===== config.mk =====
export PLATFORM = sky130hd
export DESIGN_NAME = image_rd_seq
export DESIGN_NICKNAME = d
export VERILOG_FILES = /design/src/rtl/image_rd_seq.sv
export SDC_FILE = /design/constraint.sdc
export NUM_CORES = 1
export LEC_CHECK = 0
export CAP_MARGIN = 20
export CORE_ASPECT_RATIO = 0.75
export CORE_MARGIN = 1
export CORE_UTILIZATION = 58
export CTS_CLUSTER_SIZE = 14
export DETAILED_ROUTE_END_ITERATION = 12
export PLACE_DENSITY_LB_ADDON = 0.2
export SETUP_SLACK_MARGIN = 0.15
export SYNTH_ARGS = -nofsm -noshare
export SYNTH_HDL_FRONTEND = slang
export SYNTH_SLANG_ARGS = --single-unit

===== constraint.sdc =====
create_clock -name clk -period 6.5 [get_ports clk]
set_input_delay 0.975 -clock clk [delete_from_list [all_inputs] [get_ports clk]]
set_output_delay 0.975 -clock clk [all_outputs]
set_load 0.02 [all_outputs]

===== src/rtl/image_rd_seq.sv =====
// Read sequencer for the image memory: walks a 2-D window of group words, tracks the fixed
// 3-cycle read latency and streams returned words (with last tag) through a credit-limited FIFO.
module image_rd_seq #(
    parameter int GROUP_NB   = 4,
    parameter int IMG_WIDTH  = 16,
    parameter int MEM_AWIDTH = 16,
    parameter int FIFO_DEPTH = 8
) (
    input  logic                          clk,
    input  logic                          rst,
    input  logic                          cfg_val,
    output logic                          cfg_rdy,
    input  logic [MEM_AWIDTH-1:0]         cfg_base,
    input  logic [MEM_AWIDTH-1:0]         cfg_width,
    input  logic [MEM_AWIDTH-1:0]         cfg_height,
    input  logic [MEM_AWIDTH-1:0]         cfg_stride,
    input  logic                          mem_wr_busy,
    output logic                          mem_rd_val,
    output logic [MEM_AWIDTH-1:0]         mem_rd_addr,
    input  logic [GROUP_NB*IMG_WIDTH-1:0] mem_rd_data,
    output logic                          str_val,
    input  logic                          str_rdy,
    output logic [GROUP_NB*IMG_WIDTH-1:0] str_data,
    output logic                          str_last,
    output logic                          done
);
    localparam int DW = GROUP_NB * IMG_WIDTH;
    localparam int PW = $clog2(FIFO_DEPTH);
    localparam int CW = PW + 1;
    localparam logic [MEM_AWIDTH-1:0] A_ONE = MEM_AWIDTH'(1);

    typedef enum logic [1:0] {IDLE, RUN, DRAIN} state_t;
    state_t state, state_nxt;

    logic [MEM_AWIDTH-1:0] width_r, height_r, stride_r;
    logic [MEM_AWIDTH-1:0] col, row, row_addr, addr;
    logic                  zero_done;
    logic [3:1]            vld_pipe, last_pipe;

    logic [DW:0]           fifo_mem [FIFO_DEPTH];
    logic [PW-1:0]         wr_ptr, rd_ptr;
    logic [CW-1:0]         count, occ;
    logic [1:0]            inflight;

    logic issue, accept, cfg_nz, last_word, credit, drained, fifo_empty, push, pop;
    logic [DW:0] head;

    assign inflight   = 2'(vld_pipe[1]) + 2'(vld_pipe[2]) + 2'(vld_pipe[3]);
    assign occ        = count + CW'(inflight);
    assign credit     = occ < CW'(FIFO_DEPTH);
    assign fifo_empty = (count == '0);
    assign drained    = (state == DRAIN) && (inflight == 2'd0) && fifo_empty;
    assign cfg_rdy    = (state == IDLE) || drained;
    assign accept     = cfg_val && cfg_rdy;
    assign cfg_nz     = (cfg_width != '0) && (cfg_height != '0);
    assign last_word  = (col == width_r - A_ONE) && (row == height_r - A_ONE);
    assign done       = zero_done || drained;

    assign mem_rd_val  = issue;
    assign mem_rd_addr = addr;

    always_comb begin
        state_nxt = state;
        issue     = 1'b0;
        case (state)
            IDLE:  if (accept && cfg_nz) state_nxt = RUN;
            RUN: begin
                issue = ~mem_wr_busy & credit;
                if (issue && last_word) state_nxt = DRAIN;
            end
            DRAIN: if (drained) state_nxt = (accept && cfg_nz) ? RUN : IDLE;
            default: state_nxt = IDLE;
        endcase
    end

    always_ff @(posedge clk) begin
        if (rst) begin
            state     <= IDLE;
            zero_done <= 1'b0;
            width_r   <= '0;
            height_r  <= '0;
            stride_r  <= '0;
            col       <= '0;
            row       <= '0;
            row_addr  <= '0;
            addr      <= '0;
            vld_pipe  <= '0;
            last_pipe <= '0;
        end else begin
            state     <= state_nxt;
            zero_done <= accept && !cfg_nz;
            // Tracks the memory latency; stage 3 lines up with mem_rd_data
            vld_pipe  <= {vld_pipe[2:1], issue};
            last_pipe <= {last_pipe[2:1], issue && last_word};
            if (accept) begin
                width_r  <= cfg_width;
                height_r <= cfg_height;
                stride_r <= cfg_stride;
                col      <= '0;
                row      <= '0;
                row_addr <= cfg_base;
                addr     <= cfg_base;
            end else if (issue) begin
                if (col == width_r - A_ONE) begin
                    col      <= '0;
                    row      <= row + A_ONE;
                    row_addr <= row_addr + stride_r;
                    addr     <= row_addr + stride_r;
                end else begin
                    col  <= col + A_ONE;
                    addr <= addr + A_ONE;
                end
            end
        end
    end

    // First-word fall-through: an empty FIFO presents the returning word directly,
    // so a same-cycle push and pop leaves the count unchanged.
    assign push     = vld_pipe[3];
    assign head     = fifo_empty ? {last_pipe[3], mem_rd_data} : fifo_mem[rd_ptr];
    assign str_val  = !fifo_empty || vld_pipe[3];
    assign str_data = head[DW-1:0];
    assign str_last = head[DW] && str_val;
    assign pop      = str_val && str_rdy;

    always_ff @(posedge clk) begin
        if (rst) begin
            wr_ptr <= '0;
            rd_ptr <= '0;
            count  <= '0;
        end else begin
            if (push) wr_ptr <= wr_ptr + PW'(1);
            if (pop)  rd_ptr <= rd_ptr + PW'(1);
            count <= count + CW'(push) - CW'(pop);
        end
    end

    always_ff @(posedge clk) begin
        if (push) fifo_mem[wr_ptr] <= {last_pipe[3], mem_rd_data};
    end
endmodule


==> flow_summary.ini, run 1 <==
[logic_synthesis]
async_flop_share_pct = 0
synthTopCellsByArea = edfxtp_1 (56%), mux4_2 (11%), dfxtp_1 (9.7%)
syn-num-nets = 2039
synth_top_flop_cell = edfxtp_1
synthesis.area_um2 = 27760
ys_warn_count = 0
ys_seq_elements = 654
syn-instance-count = 1875
synth-seq-area-share_pct = 65.91
synth.distinct_cells = 68
synth_area_per_cell_um2 = 14.81
synth_edf_count = 520
yosys.area.top_type_share_pct = 56.24
yosysTopAreaCell = edfxtp_1

[setup_path]
worstPathRequired_ns = 5.52
r2r-start = width_r[0]$_SDFFE_PP0P_
critical_path.max_fanout = 68
critPathKind = reg -> out
arrival_ns = 3.63
worstSetupStartpointType = flop
regToRegSetupSlack_ns = 2.37
reg2reg_depth = 10
cp-end-kind = output port
r2r-end = row[12]$_SDFFE_PP0P_

[sta]
setup_tns_ns = 0
clock.fmax_ghz = 0.2171
skew_ns = 0.02483
relSlewSlack_pct = 27.08
finalCritPeriodShare_pct = 70.86
rsz0062_at_grt = false
final_hold_viol_count = 0
worst_pin_slew_ns = 1.094
setup_viol = 0
min_period_ns = 4.606
drv_slew = 0

[power_and_ir_drop]
peakVddDrop_mv = 0.2799
power.leakage_nw = 10.42
power_mw = 11.21
power_density_nw_per_um2 = 345.2

[global_route]
grt_overflow = 0
grt_usage_pct = 25.71
grt_max_degree = 69
first_global_vias = 16540
grt_pass1_wl_mm = 95.17
antenna_found_initial = 6

[clock_network]
cts_resized = 0
cts.htree.levels = 2
clock_path_buffers = 3
hold_buffers = 0
postCtsSetupRepairBufs = 0
numClockSinks = 654
clk_pin_slew_ns = 0.06
cts_tree = done
clock_latency_ns = 0.61
cts_buffers = 60
root_buffer = clkbuf_16

[status]
status = finished, final reports clean

[floorplanning]
initial_core_util_pct = 58.68
boundaryPins = 218
chipWidth_um = 254.6
core_um2 = 47310
die_h_um = 191.5
die_area_um2 = 48760
rows = 69

[route]
vias_per_cell = 6.029
drtIter0Drc = 1298
wl_per_cell_um = 22.34
ant_nets = 0
wl_mm = 61.83
vias = 16690
drc = 0
first_pass_iters = 5

[min_path]
hold_path.class = reg -> reg
hp-start = last_pipe[1]$_SDFF_PP0_
whs_path_depth = 1
hold_end = last_pipe[2]$_SDFF_PP0_

[placement]
dp_cells = 2654
place.gp.congestion = 0.8708
port_buffers = 217
dp_hpwl_mm = 37.40

[job]
cap_violations = 0

[cells_and_area]
stdcell_count = 2768
multi_input_area_um2 = 9009
final_cell_mix = edfxtp_1 (520), nand2_1 (225), clkdlybuf4s50_1 (216), dfxtp_1 (131), mux4_2 (130)
seqCellArea_um2 = 18310
drive_above_1_share_pct = 12.94
syn_to_final_growth_pct = 17.00
fin_nets = 2242
final_common_cell = edfxtp_1
fillerInstances = 3239
==> cell type report <==
class,instances,share of cell area (%)
Sequential cell,654,56.37
Multi-Input combinational cell,1094,27.73
Inverter,25,0.2889
Tap cell,639,2.461
Clock buffer,86,5.154
Antenna cell,4,0.03082
Clock inverter,23,0.6279
Timing Repair Buffer,243,7.334
==> critical path, stage by stage, from the launching register on <==
cell and delay (ns):
dfxtp_1 0.32, inv_1 0.07, ha_1 0.17, and3_4 0.71
buf_4 0.66, nand2_1 0.13, o21ai_0 0.22, clkdlybuf4s50_1 0.71
==> synthesized netlist by cell type (all sizes together), types with 4 or more instances <==
cell type,instances
a211oi,7
a21o,4
a21oi,70
a311oi,8
a31oi,14
and2,8
and3,9
buf,32
clkbuf,70
dfxtp,134
edfxtp,520
ha,28
inv,25
mux2i,83
mux4,130
nand2,226
nand2b,12
nand3,37
nand3b,6
nand4,20
nor2,93
nor2b,12
nor3,25
nor3b,5
nor4,23
nor4b,5
o211ai,7
o21a,5
o21ai,93
o221a,4
o311ai,9
o31ai,4
o41ai,8
or2,4
or3,14
or4,6
xnor2,47
xor2,34
==> report_power, final <==
part           internal, mW  switching [mW]  total, mW  leakage (nW)
logic                  1.49            1.60       3.08          3.73
registers              4.57           0.177       4.75          5.77
clock network          1.90            1.48       3.38         0.917
==> metrics by stage <==
| step | cell area [um2] | utilization, % | hold slack (ns) | setup slack [ns] |
|---|---|---|---|---|
| floorplan | 27760 | - | 0.4138 | 0.7786 |
| global placement | 30580 | 64.63 | 0.4389 | 2.543 |
| detailed placement | 30580 | 64.63 | 0.4383 | 2.418 |
| CTS | 32460 | 68.60 | 0.4548 | 1.836 |
| global route | 32470 | 68.64 | 0.4673 | 1.624 |
| finish | 32480 | 68.66 | 0.4457 | 1.894 |
==> registers in the layout, summed over array words and instances (netlist names), named ones only <==
name and flops:
rd_ptr 3, mem_rd_addr 16, col 16, count 4, zero_done 1, width_r 16
last_pipe 3, height_r 16, state 2, stride_r 16, row_addr 16, vld_pipe 3
wr_ptr 3, row 16, fifo_mem 520
==> worst max-delay path by stage <==
stage	slack (ns)	depth (start not counted)	endpoint	from
floorplan	0.78	3	fifo_mem[0][0]$_DFFE_PP_	vld_pipe[3]$_SDFF_PP0_
global route	1.62	7	str_data[22]	count[2]$_SDFF_PP0_
detailed placement	2.42	9	row[12]$_SDFFE_PP0P_	width_r[0]$_SDFFE_PP0P_
finish	1.89	7	str_data[11]	count[2]$_SDFF_PP0_
CTS	1.84	7	str_data[11]	count[2]$_SDFF_PP0_
global placement	2.54	7	str_data[5]	count[2]$_SDFF_PP0_
==> logic make-up after synthesis <==
logic type / count (synthesis) / share of synthesized area (%)
flops: 654 / 65.91
simple gates: 509 / 8.770
compound gates: 257 / 5.755
mux: 216 / 13.66
buf+inv: 127 / 1.875
xor+xnor: 81 / 2.555
fa+ha+maj: 31 / 1.478
==> layer usage <==
layer	share of wire (%)	track usage, %	vias to the layer above
met4	2.5	6.978	2
met2	46	39.69	553
met1	44	37.64	8380
met5	0.024	0	-
li1	-	-	7642
met3	6.9	4.956	111
Note: power is estimated with default switching activity, not from simulation.
==> run 2, diff against run 1 <==
==> constraint.sdc (replaced) <==
create_clock -name clk -period 4.8 [get_ports clk]
set_input_delay 0.72 -clock clk [delete_from_list [all_inputs] [get_ports clk]]
set_output_delay 0.72 -clock clk [all_outputs]
set_load 0.02 [all_outputs]
==> run 2 against run 1 <==
  * Register-to-register slack worse by 1.4 ns
  * Combinational power up 37%
  * Sequential share of layout area is 0.19 points lower
  * Non-clock buffer count increased by 4
  * Count of clock-buffer cells in the layout down 9
  * Critical path depth rose by 2
  * Sequential power grew 35%
  * Wire length decreased by 1.8%
  * Critical endpoint is now mem_rd_val
  * Highest routed layer unchanged
==> flow_summary.ini, run 2 (synthesized netlist as in run 1, its figures left out) <==
[setup_path]
worstPathRequired_ns = 4.08
cp-end-kind = output port
cp_num_buf_inv = 3
arrival_ns = 3.59
cp_cell_sequence = fa_1, ha_1, a31o_2, and3_1, nor3_1, nand2_1, buf_4, clkinvlp_4, clkdlybuf4s50_1
worstSetupStartpointType = flop
crit_family = buffers and inverters
cp_slowest_cell = clkdlybuf4s50_1
slowest_delay_ns = 0.64
critPathKind = reg -> out
critical_path.max_fanout = 19

[cells_and_area]
final_area_um2 = 32590
drive_above_1_share_pct = 13.14
postLayoutCoreUtil_pct = 68.88
largest-register = fifo_mem
syn_to_final_growth_pct = 17.38
final_cell_mix = edfxtp_1 (520), nand2_1 (225), clkdlybuf4s50_1 (216), dfxtp_1 (131), mux4_2 (130)
largest_register_ffs = 520
fin_nets = 2245
fillerInstances = 3261
stdcell_count = 2764
final_common_cell = edfxtp_1

[sta]
final_hold_viol_count = 0
setup_tns_ns = 0
min_period_ns = 4.313
setup_ws_ns = 0.4865
worst_pin_slew_ns = 1.096
skew_ns = 0.01941
drv_slew = 0
relSlewSlack_pct = 26.91
rsz0062_at_grt = false
setup_viol = 0
finalCritPeriodShare_pct = 89.86
clock.fmax_ghz = 0.2318

[placement]
port_buffers = 217
dp_cells = 2658
place.gp.congestion = 0.8921
dp_slack_ns = 0.9196
dp_hpwl_mm = 37.37
dpl_cell_area_um2 = 30750

[clock_network]
cts.htree.levels = 2
clock_latency_ns = 0.62
cts_buffers = 59
clk_pin_slew_ns = 0.06
clock_path_buffers = 3
cts_tree = done
root_buffer = clkbuf_16
numClockSinks = 654

[floorplanning]
core_um2 = 47310
chipWidth_um = 254.6
die_h_um = 191.5
rows = 69
initial_core_util_pct = 58.68
boundaryPins = 218
die_area_um2 = 48760

[global_route]
first_global_vias = 16780
antenna_found_initial = 4
grt_pass1_wl_mm = 94.17
grt_max_degree = 105
grt_usage_pct = 25.41
grt_overflow = 0

[route]
ant_nets = 0
wl_mm = 60.73
first_pass_iters = 5
vias = 16550
drc = 0
vias_per_cell = 5.989
wl_per_cell_um = 21.97
drtIter0Drc = 1361

[job]
cap_violations = 0

[power_and_ir_drop]
peakVddDrop_mv = 0.4831
power_density_nw_per_um2 = 463.6
power.leakage_nw = 10.41

[status]
status = finished, final reports clean

[min_path]
hold_path.class = reg -> reg
## run 2: layout make-up
class,count,area (um2),share of cell area [%]
sequential,654,18310,56.18
multi-input combinational,1094,9024,27.69
timing repair buffer,247,2537,7.786
clock buffer,77,1564,4.799
tap,639,799.5,2.453
clock inverter,26,252.7,0.7755
inverter,25,97.59,0.2995
antenna,2,5.005,0.01536
## run 2: where the power goes
group | switching (mW) | internal (mW) | total, mW
Sequential | 0.217 | 6.19 | 6.41
Clock | 2.02 | 2.45 | 4.48
Combinational | 2.16 | 2.07 | 4.23
Total | 4.40 | 10.7 | 15.1
## run 2: worst register-to-register path: cells and delay by family (launching register included)
kind / cells / cell delay, ns
simple gates: 3 / 1.39
buf+inv: 2 / 0.37
fa+ha+maj: 1 / 0.22
mux: 1 / 0.22
compound gates: 3 / 1.11
flops: 1 / 0.36
## run 2: layer usage
layer / global-route usage, % / share of wire, %
met5: 0 / 0.043
met4: 6.725 / 2.1
met3: 5.093 / 6.8
met2: 40.44 / 47
met1: 36.06 / 44
## run 2: metrics by stage
step                power [mW]  hold WS, ns
floorplan                9.105       0.4138
global placement         10.70       0.4292
detailed placement       10.78       0.4273
CTS                      15.24       0.4561
global route             15.76       0.4767
finish                   15.11       0.4517
## run 2: what timing repair did
| action | 4_1_cts | 5_1_grt |
|---|---|---|
| gates resized for setup | 0 | 1 |
| endpoints found under the hold margin | 0 | 0 |
| hold buffers | 0 | 0 |
| setup endpoints to repair | 0 | 1 |
| buffers inserted | 0 | 0 |
## run 2: final timing paths
| path | cells after the start | slack (ns) | startpoint | end |
|---|---|---|---|---|
| min | 1 | 0.45 | last_pipe[2]$_SDFF_PP0_ | last_pipe[3]$_SDFF_PP0_ |
| min reg2reg | 1 | 0.45 | last_pipe[2]$_SDFF_PP0_ | last_pipe[3]$_SDFF_PP0_ |
| max | 9 | 0.49 | vld_pipe[3]$_SDFF_PP0_ | mem_rd_val |
| max reg2reg | 10 | 0.96 | width_r[0]$_SDFFE_PP0P_ | row_addr[0]$_SDFFE_PP0P_ |
==> run 3, diff against run 2 <==
--- a/config.mk
+++ b/config.mk
@@ -7,7 +7,7 @@
 export LEC_CHECK = 0
 export CAP_MARGIN = 20
 export CORE_ASPECT_RATIO = 0.75
-export CORE_MARGIN = 1
+export CORE_MARGIN = 4
 export CORE_UTILIZATION = 58
 export CTS_CLUSTER_SIZE = 14
 export DETAILED_ROUTE_END_ITERATION = 12
==> run 3 against run 2 <==
  * Combinational power increased by 1%
  * Critical endpoint unchanged
  * Clock power up 4%
  * First-iteration DRC count is 29% higher
  * Via count rose by 2.0%
  * Global-route usage is 1.1 points lower
  * Critical path type unchanged
  * Highest routed layer unchanged
  * Final cell count is 0.22% higher
==> flow_summary.ini, run 3 (synthesized netlist as in run 1, its figures left out) <==
[sta]
setup_viol = 0
clock.fmax_ghz = 0.2324
min_period_ns = 4.303
rsz0062_at_grt = false
relSlewSlack_pct = 28.02
finalCritPeriodShare_pct = 89.65
worst_pin_slew_ns = 1.077
final_hold_viol_count = 0
skew_ns = 0.02024
setup_tns_ns = 0
drv_slew = 0

[status]
status = finished, final reports clean

[setup_path]
regToRegSetupSlack_ns = 0.80
r2r-start = width_r[0]$_SDFFE_PP0P_
critPathKind = reg -> out
critical_path.max_fanout = 19
r2r-end = row[11]$_SDFFE_PP0P_
crit_cells = 9
startpoint = vld_pipe[3]$_SDFF_PP0_
arrival_ns = 3.58
crit_family = buffers and inverters
cp-end-kind = output port
reg2reg_depth = 9
slowest_delay_ns = 0.66
cp_cell_sequence = fa_1, ha_1, a31o_2, and3_1, nor3_1, nand2_1, buf_4, clkinvlp_4, clkdlybuf4s50_1
cp_num_buf_inv = 3
cp_slowest_cell = clkdlybuf4s50_1
worstSetupStartpointType = flop
setup.worst_path.end = mem_rd_val
worstPathRequired_ns = 4.08

[cells_and_area]
final_area_um2 = 32660
seqCellArea_um2 = 18310
syn_to_final_growth_pct = 17.64
diodes = 0
largest-register = fifo_mem
largest_register_ffs = 520
fin_nets = 2246
final_common_cell = edfxtp_1
fillerInstances = 3188
multi_input_area_um2 = 9021
final_cell_mix = edfxtp_1 (520), nand2_1 (225), clkdlybuf4s50_1 (216), dfxtp_1 (131), mux4_2 (130)
drive_above_1_share_pct = 13.42

[floorplanning]
die_area_um2 = 51470
core_um2 = 47310
boundaryPins = 218
die_h_um = 197.5
rows = 69
chipWidth_um = 260.6
initial_core_util_pct = 58.68

[route]
ant_nets = 0
drtIter0Drc = 1762
vias_per_cell = 6.095
wl_per_cell_um = 22.67
vias = 16880
drc = 0
first_pass_iters = 5
wl_mm = 62.80

[global_route]
grt_pass1_wl_mm = 97.56
grt_usage_pct = 24.36
grt_overflow = 0
antenna_found_initial = 3
grt_max_degree = 81
first_global_vias = 16640

[clock_network]
cts.htree.levels = 2
clock_latency_ns = 0.62
root_buffer = clkbuf_16
numClockSinks = 654
postCtsSetupRepairBufs = 0
clock_path_buffers = 3
clk_pin_slew_ns = 0.06
cts_buffers = 60
cts_tree = done

[placement]
place.gp.congestion = 0.8449
port_buffers = 217
dp_hpwl_mm = 38.20
dpl_cell_area_um2 = 30710

[min_path]
hold_path.class = reg -> reg

[job]
cap_violations = 0

[power_and_ir_drop]
peakVddDrop_mv = 0.4434
power_density_nw_per_um2 = 468.1
power.leakage_nw = 10.47
-- run 3: layout make-up --
| class | instances | area share, % |
|---|---|---|
| multi-input cells | 1094 | 27.62 |
| inverters | 25 | 0.2988 |
| repair buffers | 247 | 7.692 |
| clock buffers | 82 | 5.034 |
| well taps | 639 | 2.448 |
| clock inverters | 29 | 0.8504 |
| flip-flops and latches | 654 | 56.06 |
-- run 3: routing by layer --
metal	up-vias	track usage [%]	wire length, um
li1	7661	-	-
met1	8514	36.81	27410
met4	6	4.431	911
met2	617	38.38	29790
met5	-	0	47
met3	85	4.280	4641
-- run 3: repair_timing --
action                     in CTS  in global routing
setup endpoints to repair       0                  1
resized for setup               0                  1
hold buffers                    0                  0
-- run 3: power breakdown --
group	switching, mW	total [mW]	internal (mW)	leakage [nW]
registers	0.157	6.35	6.19	5.77
logic	2.25	4.28	2.02	3.76
clock network	2.05	4.66	2.61	0.938
total	4.46	15.3	10.8	10.5
-- run 3: through the flow --
| stage | hold slack, ns | power, mW | cells | util, % | worst slack, ns |
|---|---|---|---|---|---|
| after floorplan | 0.4138 | 9.105 | 1875 | - | 0.8219 |
| final | 0.4315 | 15.29 | 2770 | 69.04 | 0.4970 |
| after CTS | 0.4418 | 15.42 | 2769 | 68.97 | 0.3301 |
| after detailed placement | 0.4227 | 10.75 | 2658 | 64.91 | 0.9218 |
| after global placement | 0.4277 | 10.68 | 2658 | 64.91 | 1.037 |
| after global routing | 0.4682 | 15.96 | 2770 | 69.04 | 0.2866 |
-- run 3: worst min path at each step --
| stage | slack [ns] | startpoint | end | depth (start not counted) |
|---|---|---|---|---|
| after floorplan | 0.41 | last_pipe[1]$_SDFF_PP0_ | last_pipe[2]$_SDFF_PP0_ | 1 |
| after global placement | 0.43 | last_pipe[1]$_SDFF_PP0_ | last_pipe[2]$_SDFF_PP0_ | 1 |
| after detailed placement | 0.42 | last_pipe[1]$_SDFF_PP0_ | last_pipe[2]$_SDFF_PP0_ | 1 |
| after CTS | 0.44 | last_pipe[1]$_SDFF_PP0_ | last_pipe[2]$_SDFF_PP0_ | 1 |
| after global routing | 0.47 | last_pipe[2]$_SDFF_PP0_ | last_pipe[3]$_SDFF_PP0_ | 1 |
| final | 0.43 | last_pipe[1]$_SDFF_PP0_ | last_pipe[2]$_SDFF_PP0_ | 1 |
